==> config.mk <==
export PLATFORM = sky130hd
export DESIGN_NAME = cp0_int_ctrl
export DESIGN_NICKNAME = d
export VERILOG_FILES = /design/src/rtl/cp0_int_ctrl_pkg.sv /design/src/rtl/cp0_int_ctrl_irq_sync.sv /design/src/rtl/cp0_int_ctrl.sv
export SDC_FILE = /design/constraint.sdc
export NUM_CORES = 1
export LEC_CHECK = 0
export ABC_AREA = 1
export ABC_CLOCK_PERIOD_IN_PS = 5400
export CORE_ASPECT_RATIO = 0.75
export CORE_MARGIN = 4
export CORE_UTILIZATION = 41
export CTS_BUF_LIST = sky130_fd_sc_hd__clkbuf_8 sky130_fd_sc_hd__clkbuf_16
export DETAILED_ROUTE_END_ITERATION = 8
export PLACE_DENSITY_LB_ADDON = 0.1
export SLEW_MARGIN = 0
export SYNTH_ARGS = -nofsm -noshare
export SYNTH_HDL_FRONTEND = slang
export SYNTH_SLANG_ARGS = --single-unit
==> constraint.sdc <==
create_clock -name clk_i -period 5.4 [get_ports clk_i]
set_input_delay 1.08 -clock clk_i [delete_from_list [all_inputs] [get_ports clk_i]]
set_output_delay 1.08 -clock clk_i [all_outputs]
set_load 0.1 [all_outputs]
==> src/rtl/cp0_int_ctrl_pkg.sv <==
// Shared definitions for the CP0 exception/interrupt sequencer:
// cp_oper encodings, CP0 register indices, exception codes and field positions.
package cp0_int_ctrl_pkg;

  // cp_oper encodings decoded in ID
  localparam logic [1:0] EXE_CP_NOP   = 2'd0;
  localparam logic [1:0] EXE_CP_STORE = 2'd1;
  localparam logic [1:0] EXE_CP0_ERET = 2'd2;

  // CP0 register indices (rd / addr_r)
  localparam logic [4:0] CP0_STATUS = 5'd12;
  localparam logic [4:0] CP0_CAUSE  = 5'd13;
  localparam logic [4:0] CP0_EPC    = 5'd14;

  // Exception codes stored in CAUSE.ExcCode
  localparam logic [4:0] EXC_INT = 5'd0;
  localparam logic [4:0] EXC_RI  = 5'd10;

  // Field positions inside STATUS and CAUSE
  localparam int STATUS_IE_BIT  = 0;
  localparam int STATUS_EXL_BIT = 1;
  localparam int STATUS_IM_LSB  = 8;
  localparam int CAUSE_EXC_LSB  = 2;
  localparam int CAUSE_IP_LSB   = 8;

  // Sequencer states: RUN accepts events, REDIR covers the flushed ID bubble
  typedef enum logic {
    ST_RUN   = 1'b0,
    ST_REDIR = 1'b1
  } cp0_state_e;

  // Event chosen by the arbiter in a given cycle
  typedef enum logic [1:0] {
    EV_NONE = 2'd0,
    EV_RI   = 2'd1,
    EV_ERET = 2'd2,
    EV_INT  = 2'd3
  } cp0_event_e;

  // Assemble the architectural STATUS word; unused bits read as zero
  function automatic logic [31:0] packStatus(input logic ie, input logic exl,
                                             input logic [7:0] im);
    logic [31:0] word;
    word = '0;
    word[STATUS_IE_BIT]            = ie;
    word[STATUS_EXL_BIT]           = exl;
    word[STATUS_IM_LSB +: 8]       = im;
    return word;
  endfunction

  // Assemble the architectural CAUSE word; unused bits read as zero
  function automatic logic [31:0] packCause(input logic [7:0] ip,
                                            input logic [4:0] excCode);
    logic [31:0] word;
    word = '0;
    word[CAUSE_EXC_LSB +: 5] = excCode;
    word[CAUSE_IP_LSB +: 8]  = ip;
    return word;
  endfunction

endpackage

==> src/rtl/cp0_int_ctrl_irq_sync.sv <==
// Two-flop vector synchroniser for asynchronous level interrupt lines.
// It always samples, independent of any pipeline stall, so IP tracks irq with
// a fixed two-cycle latency.
module irq_sync #(
  parameter int WIDTH = 4
) (
  input  logic             clk_i,
  input  logic             rst_i,
  input  logic [WIDTH-1:0] d_i,
  output logic [WIDTH-1:0] q_o
);

  logic [WIDTH-1:0] stage1_q;
  logic [WIDTH-1:0] stage2_q;

  // Shift the raw lines through two flops to settle metastability
  always_ff @(posedge clk_i) begin
    if (rst_i) begin
      stage1_q <= '0;
      stage2_q <= '0;
    end else begin
      stage1_q <= d_i;
      stage2_q <= stage1_q;
    end
  end

  assign q_o = stage2_q;

endmodule

==> src/rtl/cp0_int_ctrl.sv <==
// Coprocessor-0 exception and interrupt sequencer.
// Holds STATUS/CAUSE/EPC, arbitrates RI > ERET > INT > MTC0 one event per
// cycle, and emits a one-cycle redirect that the pipeline uses to flush ID.
import cp0_int_ctrl_pkg::*;

module cp0_int_ctrl #(
  parameter int          NUM_IRQ    = 4,
  parameter logic [31:0] EXC_VECTOR = 32'h0000_0010,
  parameter int          HOLDOFF    = 2
) (
  input  logic               clk_i,
  input  logic               rst_i,
  input  logic               en_i,
  input  logic [NUM_IRQ-1:0] irq_i,
  input  logic               id_valid_i,
  input  logic               is_branch_id_i,
  input  logic               unrecognized_i,
  input  logic [1:0]         cp_oper_i,
  input  logic [31:0]        pc_id_i,
  input  logic [31:0]        pc_if_i,
  input  logic [4:0]         addr_w_i,
  input  logic [31:0]        data_w_i,
  input  logic [4:0]         addr_r_i,
  output logic [31:0]        data_r_o,
  output logic               jump_en_o,
  output logic [31:0]        jump_addr_o,
  output logic               exl_o
);

  localparam logic [2:0] HOLDOFF_INIT = 3'(HOLDOFF);

  // Architectural and sequencing state
  cp0_state_e         state_q,   state_d;
  logic               ie_q,      ie_d;
  logic               exl_q,     exl_d;
  logic [NUM_IRQ-1:0] im_q,      im_d;
  logic [4:0]         excCode_q, excCode_d;
  logic [31:0]        epc_q,     epc_d;
  logic [2:0]         holdoff_q, holdoff_d;

  logic [NUM_IRQ-1:0] ipSync;
  logic               eligible;
  logic               intRequest;
  logic               mtc0Write;
  cp0_event_e         eventSel;
  logic [7:0]         imWide;
  logic [7:0]         ipWide;

  irq_sync #(
    .WIDTH (NUM_IRQ)
  ) u_irq_sync (
    .clk_i (clk_i),
    .rst_i (rst_i),
    .d_i   (irq_i),
    .q_o   (ipSync)
  );

  // Decide which single event, if any, the ID instruction triggers this cycle
  always_comb begin
    eligible   = en_i && !rst_i && id_valid_i && (state_q == ST_RUN);
    intRequest = (|(ipSync & im_q)) && ie_q && !exl_q && !is_branch_id_i &&
                 (holdoff_q == 3'd0);
    eventSel   = EV_NONE;
    if (eligible) begin
      if (unrecognized_i && !exl_q) begin
        eventSel = EV_RI;
      end else if (cp_oper_i == EXE_CP0_ERET) begin
        eventSel = EV_ERET;
      end else if (intRequest) begin
        eventSel = EV_INT;
      end
    end
    mtc0Write = eligible && (eventSel == EV_NONE) && (cp_oper_i == EXE_CP_STORE);
  end

  // Mealy redirect: pulse in the decision cycle, target zero when idle
  always_comb begin
    jump_en_o   = (eventSel != EV_NONE);
    jump_addr_o = '0;
    case (eventSel)
      EV_RI, EV_INT: jump_addr_o = EXC_VECTOR;
      EV_ERET:       jump_addr_o = epc_q;
      default:       jump_addr_o = '0;
    endcase
  end

  // Next-state for registers, holdoff counter and FSM
  always_comb begin
    state_d   = (eventSel != EV_NONE) ? ST_REDIR : ST_RUN;
    ie_d      = ie_q;
    exl_d     = exl_q;
    im_d      = im_q;
    excCode_d = excCode_q;
    epc_d     = epc_q;
    holdoff_d = (holdoff_q != 3'd0) ? (holdoff_q - 3'd1) : 3'd0;
    case (eventSel)
      EV_RI: begin
        epc_d     = pc_id_i;
        excCode_d = EXC_RI;
        exl_d     = 1'b1;
      end
      EV_ERET: begin
        exl_d     = 1'b0;
        holdoff_d = HOLDOFF_INIT;
      end
      EV_INT: begin
        epc_d     = pc_if_i;
        excCode_d = EXC_INT;
        exl_d     = 1'b1;
      end
      default: begin
        if (mtc0Write) begin
          case (addr_w_i)
            CP0_STATUS: begin
              ie_d      = data_w_i[STATUS_IE_BIT];
              exl_d     = data_w_i[STATUS_EXL_BIT];
              im_d      = data_w_i[STATUS_IM_LSB +: NUM_IRQ];
              holdoff_d = HOLDOFF_INIT;
            end
            CP0_EPC: epc_d = data_w_i;
            default: ;
          endcase
        end
      end
    endcase
  end

  // Register update; everything freezes while the stage is disabled
  always_ff @(posedge clk_i) begin
    if (rst_i) begin
      state_q   <= ST_RUN;
      ie_q      <= 1'b0;
      exl_q     <= 1'b0;
      im_q      <= '0;
      excCode_q <= EXC_INT;
      epc_q     <= '0;
      holdoff_q <= 3'd0;
    end else if (en_i) begin
      state_q   <= state_d;
      ie_q      <= ie_d;
      exl_q     <= exl_d;
      im_q      <= im_d;
      excCode_q <= excCode_d;
      epc_q     <= epc_d;
      holdoff_q <= holdoff_d;
    end
  end

  // MFC0 read port over the current register contents
  always_comb begin
    imWide = '0;
    ipWide = '0;
    imWide[NUM_IRQ-1:0] = im_q;
    ipWide[NUM_IRQ-1:0] = ipSync;
    case (addr_r_i)
      CP0_STATUS: data_r_o = packStatus(ie_q, exl_q, imWide);
      CP0_CAUSE:  data_r_o = packCause(ipWide, excCode_q);
      CP0_EPC:    data_r_o = epc_q;
      default:    data_r_o = '0;
    endcase
  end

  assign exl_o = exl_q;

endmodule

==> run metrics, run 1 <==
status=complete, no violations; Hold Worst Slack=0.412 ns; starting DRC count in detailed routing=212; Antenna diodes=0; Final ANT Viol Nets=0; area taken by multi-input logic gates=1730 sq um; Avg Cell Area, Syn=5.89 sq um; clk slew on worst S/H paths=0.10 ns; total power=815 uW; Core ar.=7430 sq um; mean routed wirelength per cell=14.4 microns; top cell type's share of synthesized area=32.2%; vias in the first global route=3784; fin crit share=87.4%; PD cells=152 nW/um^2; nets=822; fillers=642; CP Class=primary input to output pin; Routed WL=11600 microns; Root Driver=clkbuf_8; final hold vios=0; number of max-cap violations=0; Worst Skew=0.0145 ns; setup violators final=0; Mapped Area=3170 sq um; reg2reg start=holdoff_q[2]; Initial Util=42.6%; Worst-Margin Slew=0.968 ns; CTS tree=done; yosys warns=0; row count=27; FF+latch area=1020 sq um; CTS resizes=0; dpl hpwl=8740 microns; initial antenna violation count=0; CP endpoint kind=output pin; CP Data Arrival Time=3.64 ns; die width=109 microns; die height=84.1 microns; num ports=184; CP max FO=35; Worst EP required=4.32 ns; largest buffer count on any clock path=2; Critical Path Source Type=primary input; final routed DRC violation total=0; post-synthesis sequential area ratio=32.2%; maximum vdd drop=122 uV; share of cells above drive strength 1=12.8%; Synth Register Bits=51; GRT Resource Usage Total=24.1%; RSZ-0062 raised after global routing=false; Setup Total Neg Slack=0 ns; gr ovfl total=0; largest net degree at the start of global routing=67; postcts setup bufs=0; hold_sp=u_irq_sync.stage1_q[0]; first-pass GRT wire length=18000 microns; clock sink total=51; Vias per Instance=4.85; Worst setup startpoint=rst_i; hold_buf cts=0; Tmin final=4.72 ns; Buffers on Ports=183; vias=3897; fmax=212 MHz; Die ar.=9210 sq um; H-tree depth=2; Area contributors post-synth=dfxtp_1 (32%), nor2_1 (17%), nand2_1 (16%); final count of pins violating max slew=0; post-synth net total=658; Worst-Skew Late Latency=0.30 ns; Netlist cell types=26; Mapped Cells=538; Worst slew margin=35.3%; post-synth top area cell=dfxtp_1; cts bufs inserted=5; Hold Path Class=register to register; leak pwr=0.00243 uW; area grow syn2layout=69.4%; DRT Pass-1 Iters=4; Final Wtd Congestion=0.811
cell families after synthesis:
kind of cell             after synthesis  synth area share (%)
AND/OR/NAND/NOR                      327                  41.6
AO/OA/AOI/OAI                         58                  12.0
buffers and inverters                100                  13.4
adder cells (fa/ha/maj)                2                 0.790
flip-flops                            51                  32.2
per-layer routing:
metal / up-vias / GRT usage [%] / wire, microns
li1: 1994 / - / -
met1: 1735 / 29.2 / 4680
met2: 162 / 43.3 / 5680
met3: 6 / 6.26 / 1120
met4: 0 / 3.51 / 86
met5: - / 0 / 0
metrics by stage:
stage | cell area [sq um] | std cells | worst slack [ns] | utilization (%)
6_report | 5360 | 804 | 0.679 | 72.2
5_1_grt | 5360 | 804 | 0.431 | 72.2
4_1_cts | 5360 | 804 | 0.669 | 72.2
3_5_place_dp | 5270 | 796 | 0.655 | 70.9
3_3_place_gp | 5270 | 796 | 0.835 | 70.9
2_1_floorplan | 3170 | 538 | 0.629 | -
worst paths after layout:
kind	endpoint	slack (ns)	cells past startpoint
min reg2reg	u_irq_sync.q_o[0]	0.41	2
min	u_irq_sync.q_o[0]	0.41	2
max	jump_addr_o[18]	0.68	9
max reg2reg	epc_q[18]	2.74	12
layout make-up:
cell class                 instances  share of cell area [%]
clock buffer                       5                    1.28
clock inverter                     3                   0.537
inverter                          69                    4.83
multi-input combinational        387                    32.2
sequential                        51                    19.0
tap                              101                    2.36
timing repair buffer             188                    39.7
cells in the final DEF, fill, tap and decap left out, drive strengths merged:
cell type and count:
and2 1, clkdlybuf4s50 118, nand3 37, nor4 1, o21ai 10, o22ai 2, buf 70, a22oi 29
nor2 142, nand4 4, clkbuf 5, dfxtp 51, clkinv 2, inv 70, nand3b 1, ha 2
nor3 1, a21oi 13, nand2 139, o221ai 4, or2 1
cells in the mapped netlist:
cell type  instances
o22ai_1            2
nor3_1             1
buf_6              3
nand2_1          137
buf_1              3
nand3_2            2
buf_2             11
nand4_1            3
nand3b_1           1
a22oi_1           29
nor2_1           142
buf_4              3
nor4_1             1
dfxtp_1           51
nand3_1           35
and2_1             1
nand4_2            1
ha_1               2
or2_1              1
inv_1             64
o221ai_1           4
a21oi_1           13
nand2_2            2
clkbuf_1          11
inv_2              5
o21ai_0           10
worst max-delay path, stage by stage:
cell and delay (ns):
clkdlybuf4s50_1 0.68, inv_2 0.16, nand4_2 0.13, inv_2 0.12, nand2_2 0.08, inv_2 0.08
nand3_2 0.60, nor2_1 0.44, buf_12 0.22
registers in the layout (all words and copies together), names as in the netlist:
register / cells
state_q: 1
epc_q: 32
excCode_q: 1
ie_q: 1
im_q: 4
exl_o: 1
holdoff_q: 3
u_irq_sync.stage1_q: 4
u_irq_sync.q_o: 4
power breakdown:
part | total, uW | switching, uW | internal, uW
sequential | 394 | 4.64 | 389
combinational | 188 | 83.0 | 105
clock | 233 | 137 | 96.3
Note: power is estimated with default switching activity, not from simulation.
==> run 2, diff against run 1 <==
Settings changed: ABC_CLOCK_PERIOD_IN_PS 5400 to 5300, CORE_UTILIZATION 41 to 39, HOLD_SLACK_MARGIN set to 0.05.
Clock period 5.4 ns to 5.3 ns, I/O delays scaled along.
==> run metrics, run 2 (synthesis results as in run 1) <==
total power=885 uW (was 815 uW); CP endpoint kind=output pin (unchanged); first-pass GRT wire length=18500 microns (was 18000 microns); final routed DRC violation total=0 (unchanged); Worst-Margin Slew=0.970 ns (was 0.968 ns); status=complete, no violations (unchanged); mean routed wirelength per cell=14.2 microns (was 14.4 microns); CP Class=primary input to output pin (unchanged); PnR worst setup slack=0.865 ns (was 0.679 ns); num ports=184 (unchanged); most frequent cells in the layout=nor2_1 (141), nand2_1 (136), clkdlybuf4s50_1 (118) (unchanged); CP Data Arrival Time=3.38 ns (was 3.64 ns); vias=3948 (was 3897); met2 usage=42.5% (was 43.3%); dpl cells=801 (was 796); Die ar.=9640 sq um (was 9210 sq um); setup violators final=0 (unchanged); Final Wtd Congestion=0.841 (was 0.811); CTS resizes=0 (unchanged); cell area after layout=5440 sq um (was 5360 sq um); cts bufs inserted=5 (unchanged); maximum vdd drop=125 uV (was 122 uV); Worst Skew=0.0101 ns (was 0.0145 ns); Placed Area=5320 sq um (was 5270 sq um); Core ar.=7880 sq um (was 7430 sq um); nets=823 (was 822); Critical Path Source Type=primary input (unchanged); die height=86.0 microns (was 84.1 microns); CTS tree=done (unchanged); Routed WL=11500 microns (was 11600 microns); hold_buf cts=0 (unchanged); Buffers on Ports=183 (unchanged); GR met3 Demand/Resource=6.49% (was 6.26%); postcts setup bufs=0 (unchanged); final hold vios=0 (unchanged); GRT met1 Usage=26.7% (was 29.2%); Initial Util=40.2% (was 42.6%); Root Driver=clkbuf_8 (unchanged); GRT Max-Usage Layer=met2 (unchanged); DRT Pass-1 Iters=4 (unchanged); Vias per Instance=4.88 (was 4.85); DP Worst Slack=0.870 ns (was 0.655 ns); die width=112 microns (was 109 microns); largest net degree at the start of global routing=67 (unchanged); Hold Path Class=register to register (unchanged); PD cells=163 nW/um^2 (was 152 nW/um^2); share of cells above drive strength 1=12.9% (was 12.8%); largest buffer count on any clock path=2 (unchanged); Non-Filler Instances=809 (was 804); Tmin final=4.44 ns; starting DRC count in detailed routing=252 (was 212); dpl hpwl=8670 microns (was 8740 microns); number of max-cap violations=0 (unchanged); H-tree depth=2 (unchanged); final count of pins violating max slew=0 (unchanged); clk slew on worst S/H paths=0.10 ns (about the same); leak pwr=0.00246 uW (was 0.00243 uW); Worst slew margin=35.2% (was 35.3%); fillers=691 (was 642); commonest non-fill, non-tap cell in the layout=nor2_1 (unchanged); Setup Total Neg Slack=0 ns (unchanged); fin crit share=83.7%; fmax=225 MHz; Largest register FFs=32 (unchanged); gr ovfl total=0 (unchanged); CP max FO=66 (was 35); largest register by flop count=epc_q (unchanged); Worst-Skew Late Latency=0.30 ns (about the same); Antenna diodes=0 (unchanged); clock sink total=51 (unchanged); vias in the first global route=3830 (was 3784); initial antenna violation count=0 (unchanged); Worst EP required=4.24 ns (was 4.32 ns); row count=28 (was 27); GRT Resource Usage Total=23.2% (was 24.1%); area grow syn2layout=71.7% (was 69.4%); RSZ-0062 raised after global routing=false (unchanged); Final ANT Viol Nets=0 (unchanged)
run 2: final timing paths:
check | startpoint | slack (ns) | to | cells after the start
min reg2reg | u_irq_sync.stage1_q[0] | 0.41 | u_irq_sync.q_o[0] | 2
min | u_irq_sync.stage1_q[0] | 0.41 | u_irq_sync.q_o[0] | 2
max reg2reg | holdoff_q[0] | 2.58 | epc_q[18] | 12
max | rst_i | 0.86 | jump_addr_o[4] | 8
run 2: report_power, final:
part,switching [uW],internal (uW)
clock,136,156
combinational,84.0,108
sequential,4.77,396
run 2: layer usage:
layer  vias up  wire length (microns)
met1      1763                   4650
met4         0                    229
met2       162                   5600
met3        22                   1030
met5         -                      0
li1       2001                      -
run 2: critical path: stages:
cell             delay (ns)
clkdlybuf4s50_1        0.80
inv_2                  0.08
nand4_2                0.12
inv_2                  0.07
nand2_2                0.09
buf_4                  0.56
o21ai_0                0.33
buf_12                 0.25
run 2: area by class of cell:
class | instances | area [sq um] | area share (%)
repair buffers | 189 | 2180 | 40.0
multi-input cells | 387 | 1730 | 31.8
flip-flops and latches | 51 | 1020 | 18.8
inverters | 69 | 259 | 4.76
well taps | 105 | 131 | 2.42
clock buffers | 6 | 82.6 | 1.52
clock inverters | 2 | 38.8 | 0.713
run 2: metrics by stage:
| step | hold WS, ns | util, % |
|---|---|---|
| final | 0.410 | 69.0 |
| after CTS | 0.413 | 69.0 |
| after floorplan | 0.388 | - |
| after global placement | 0.396 | 67.4 |
| after global routing | 0.401 | 69.0 |
| after detailed placement | 0.399 | 67.4 |
==> run 3, diff against run 2 <==
Settings changed: ABC_CLOCK_PERIOD_IN_PS 5300 to 4000, CORE_UTILIZATION 39 to 35.
Clock period 5.3 ns to 4 ns, I/O delays scaled along.
==> run metrics, run 3 (synthesis results as in run 1) <==
status=complete, no violations (unchanged); setup violators final=0 (unchanged); Worst-Margin Slew=0.965 ns (was 0.970 ns); Buffers on Ports=183 (unchanged); die height=90.4 microns (was 86.0 microns); Worst setup startpoint=cp_oper_i[1] (was rst_i); mean routed wirelength per cell=14.6 microns (was 14.2 microns); Hold Path Class=register to register (unchanged); number of max-cap violations=0 (unchanged); hold_sp=u_irq_sync.stage1_q[0] (unchanged); Worst Skew=0.00454 ns (was 0.0101 ns); maximum vdd drop=211 uV (was 125 uV); leak pwr=0.00255 uW (was 0.00246 uW); num ports=184 (unchanged); CP Data Arrival Time=2.62 ns (was 3.38 ns); largest register by flop count=epc_q (unchanged); most frequent cells in the layout=nand2_1 (136), clkdlybuf4s50_1 (118), nor2_1 (111) (was nor2_1 (141), nand2_1 (136), clkdlybuf4s50_1 (118)); PD cells=204 nW/um^2 (was 163 nW/um^2); Initial Util=36.7% (was 40.2%); vias in the first global route=3948 (was 3830); vias=3918 (was 3948); clock sink total=51 (unchanged); CTS tree=done (unchanged); Core ar.=8640 sq um (was 7880 sq um); postcts setup bufs=0 (unchanged); clk slew on worst S/H paths=0.07 ns (was 0.10 ns); gr ovfl total=0 (unchanged); final hold vios=0 (unchanged); Vias per Instance=4.81 (was 4.88); Hold Worst Slack=0.407 ns (was 0.410 ns); RSZ-0062 raised after global routing=false (unchanged); fillers=730 (was 691); CP Class=primary input to output pin (unchanged); CP endpoint kind=output pin (unchanged); final routed DRC violation total=0 (unchanged); hold_buf cts=0 (unchanged); Tmin final=3.42 ns; worst path bufs/invs=4 (was 5); cell area after layout=5910 sq um (was 5440 sq um); starting DRC count in detailed routing=214 (was 252); first-pass GRT wire length=19300 microns (was 18500 microns); cts bufs inserted=5 (unchanged); CP max stage delay=0.45 ns (was 0.80 ns); CP cell instances=clkdlybuf4s50_1 > inv_1 > or2_1 > nand3_1 > nand2_1 > nand2_2 > nand3_2 > buf_4 > nor2_1 > buf_12 (was clkdlybuf4s50_1 > inv_2 > nand4_2 > inv_2 > nand2_2 > buf_4 > o21ai_0 > buf_12); final count of pins violating max slew=0 (unchanged); Routed WL=11800 microns (was 11500 microns); share of cells above drive strength 1=17.4% (was 12.9%); fin crit share=85.6%; CTS resizes=0 (unchanged); CP max FO=16 (was 66); Final ANT Viol Nets=0 (unchanged); commonest non-fill, non-tap cell in the layout=nand2_1 (was nor2_1); initial antenna violation count=0 (unchanged); dpl hpwl=8970 microns (was 8670 microns); row count=29 (was 28); fmax=292 MHz; Die ar.=10600 sq um (was 9640 sq um); Worst slew margin=35.5% (was 35.2%); Worst path slowest cell=clkdlybuf4s50_1 (unchanged); Largest register FFs=32 (unchanged); DRT Pass-1 Iters=4 (unchanged); Worst EP required=3.20 ns (was 4.24 ns); total power=1210 uW (was 885 uW); Root Driver=clkbuf_16 (was clkbuf_8); die width=118 microns (was 112 microns); largest net degree at the start of global routing=65 (was 67); GRT Resource Usage Total=21.7% (was 23.2%); Antenna diodes=0 (unchanged); reg2reg start=holdoff_q[0] (unchanged); area grow syn2layout=86.5% (was 71.7%); H-tree depth=2 (unchanged); Worst path top cell family by delay=buffers and inverters (unchanged); Placed Area=5770 sq um (was 5320 sq um); nets=826 (was 823); Final Wtd Congestion=0.811 (was 0.841); largest buffer count on any clock path=2 (unchanged); Worst-Skew Late Latency=0.28 ns (was 0.30 ns); area taken by multi-input logic gates=1800 sq um (was 1730 sq um); FF+latch area=1020 sq um (unchanged); Critical Path Source Type=primary input (unchanged)
run 3: worst paths after layout:
kind	to	slack, ns	cells after the start
max	jump_addr_o[20]	0.58	10
min reg2reg	u_irq_sync.q_o[0]	0.41	2
max reg2reg	epc_q[16]	1.31	12
min	u_irq_sync.q_o[0]	0.41	2
run 3: metrics by stage:
step | util, % | setup TNS (ns) | worst slack, ns | std cells
global placement | 66.8 | 0 | 0.601 | 807
CTS | 68.4 | 0 | 0.575 | 814
global route | 68.4 | 0 | 0.433 | 814
finish | 68.4 | 0 | 0.575 | 814
detailed placement | 66.8 | 0 | 0.554 | 807
floorplan | - | -0.335 | -0.168 | 538
run 3: worst min-delay path: cells and delay by family (launching register included):
family                 cells  cell delay, ns
DFF                        1            0.30
buffers and inverters      1            0.04
and+or+nand+nor            1            0.03
run 3: layer usage:
metal	GRT usage (%)	vias up	part of all wire, %
met2	39.2	132	49
met4	4.59	0	1.5
met1	26.0	1770	43
li1	-	2002	-
met5	0	-	0
met3	5.70	14	6.4
run 3: power by group:
group	total [uW]	leakage [uW]	switching, uW	internal [uW]
combinational	261	0.00206	115	146
clock	416	0.0000696	187	229
sequential	531	0.000415	5.85	525
run 3: cell type report:
cell class                      count  share of cell area [%]
Clock buffer                        5                    2.12
Clock inverter                      2                   0.233
Inverter                           69                    4.38
Multi-Input combinational cell    387                    30.5
Sequential cell                    51                    17.3
Tap cell                          108                    2.29
Timing Repair Buffer              192                    43.2
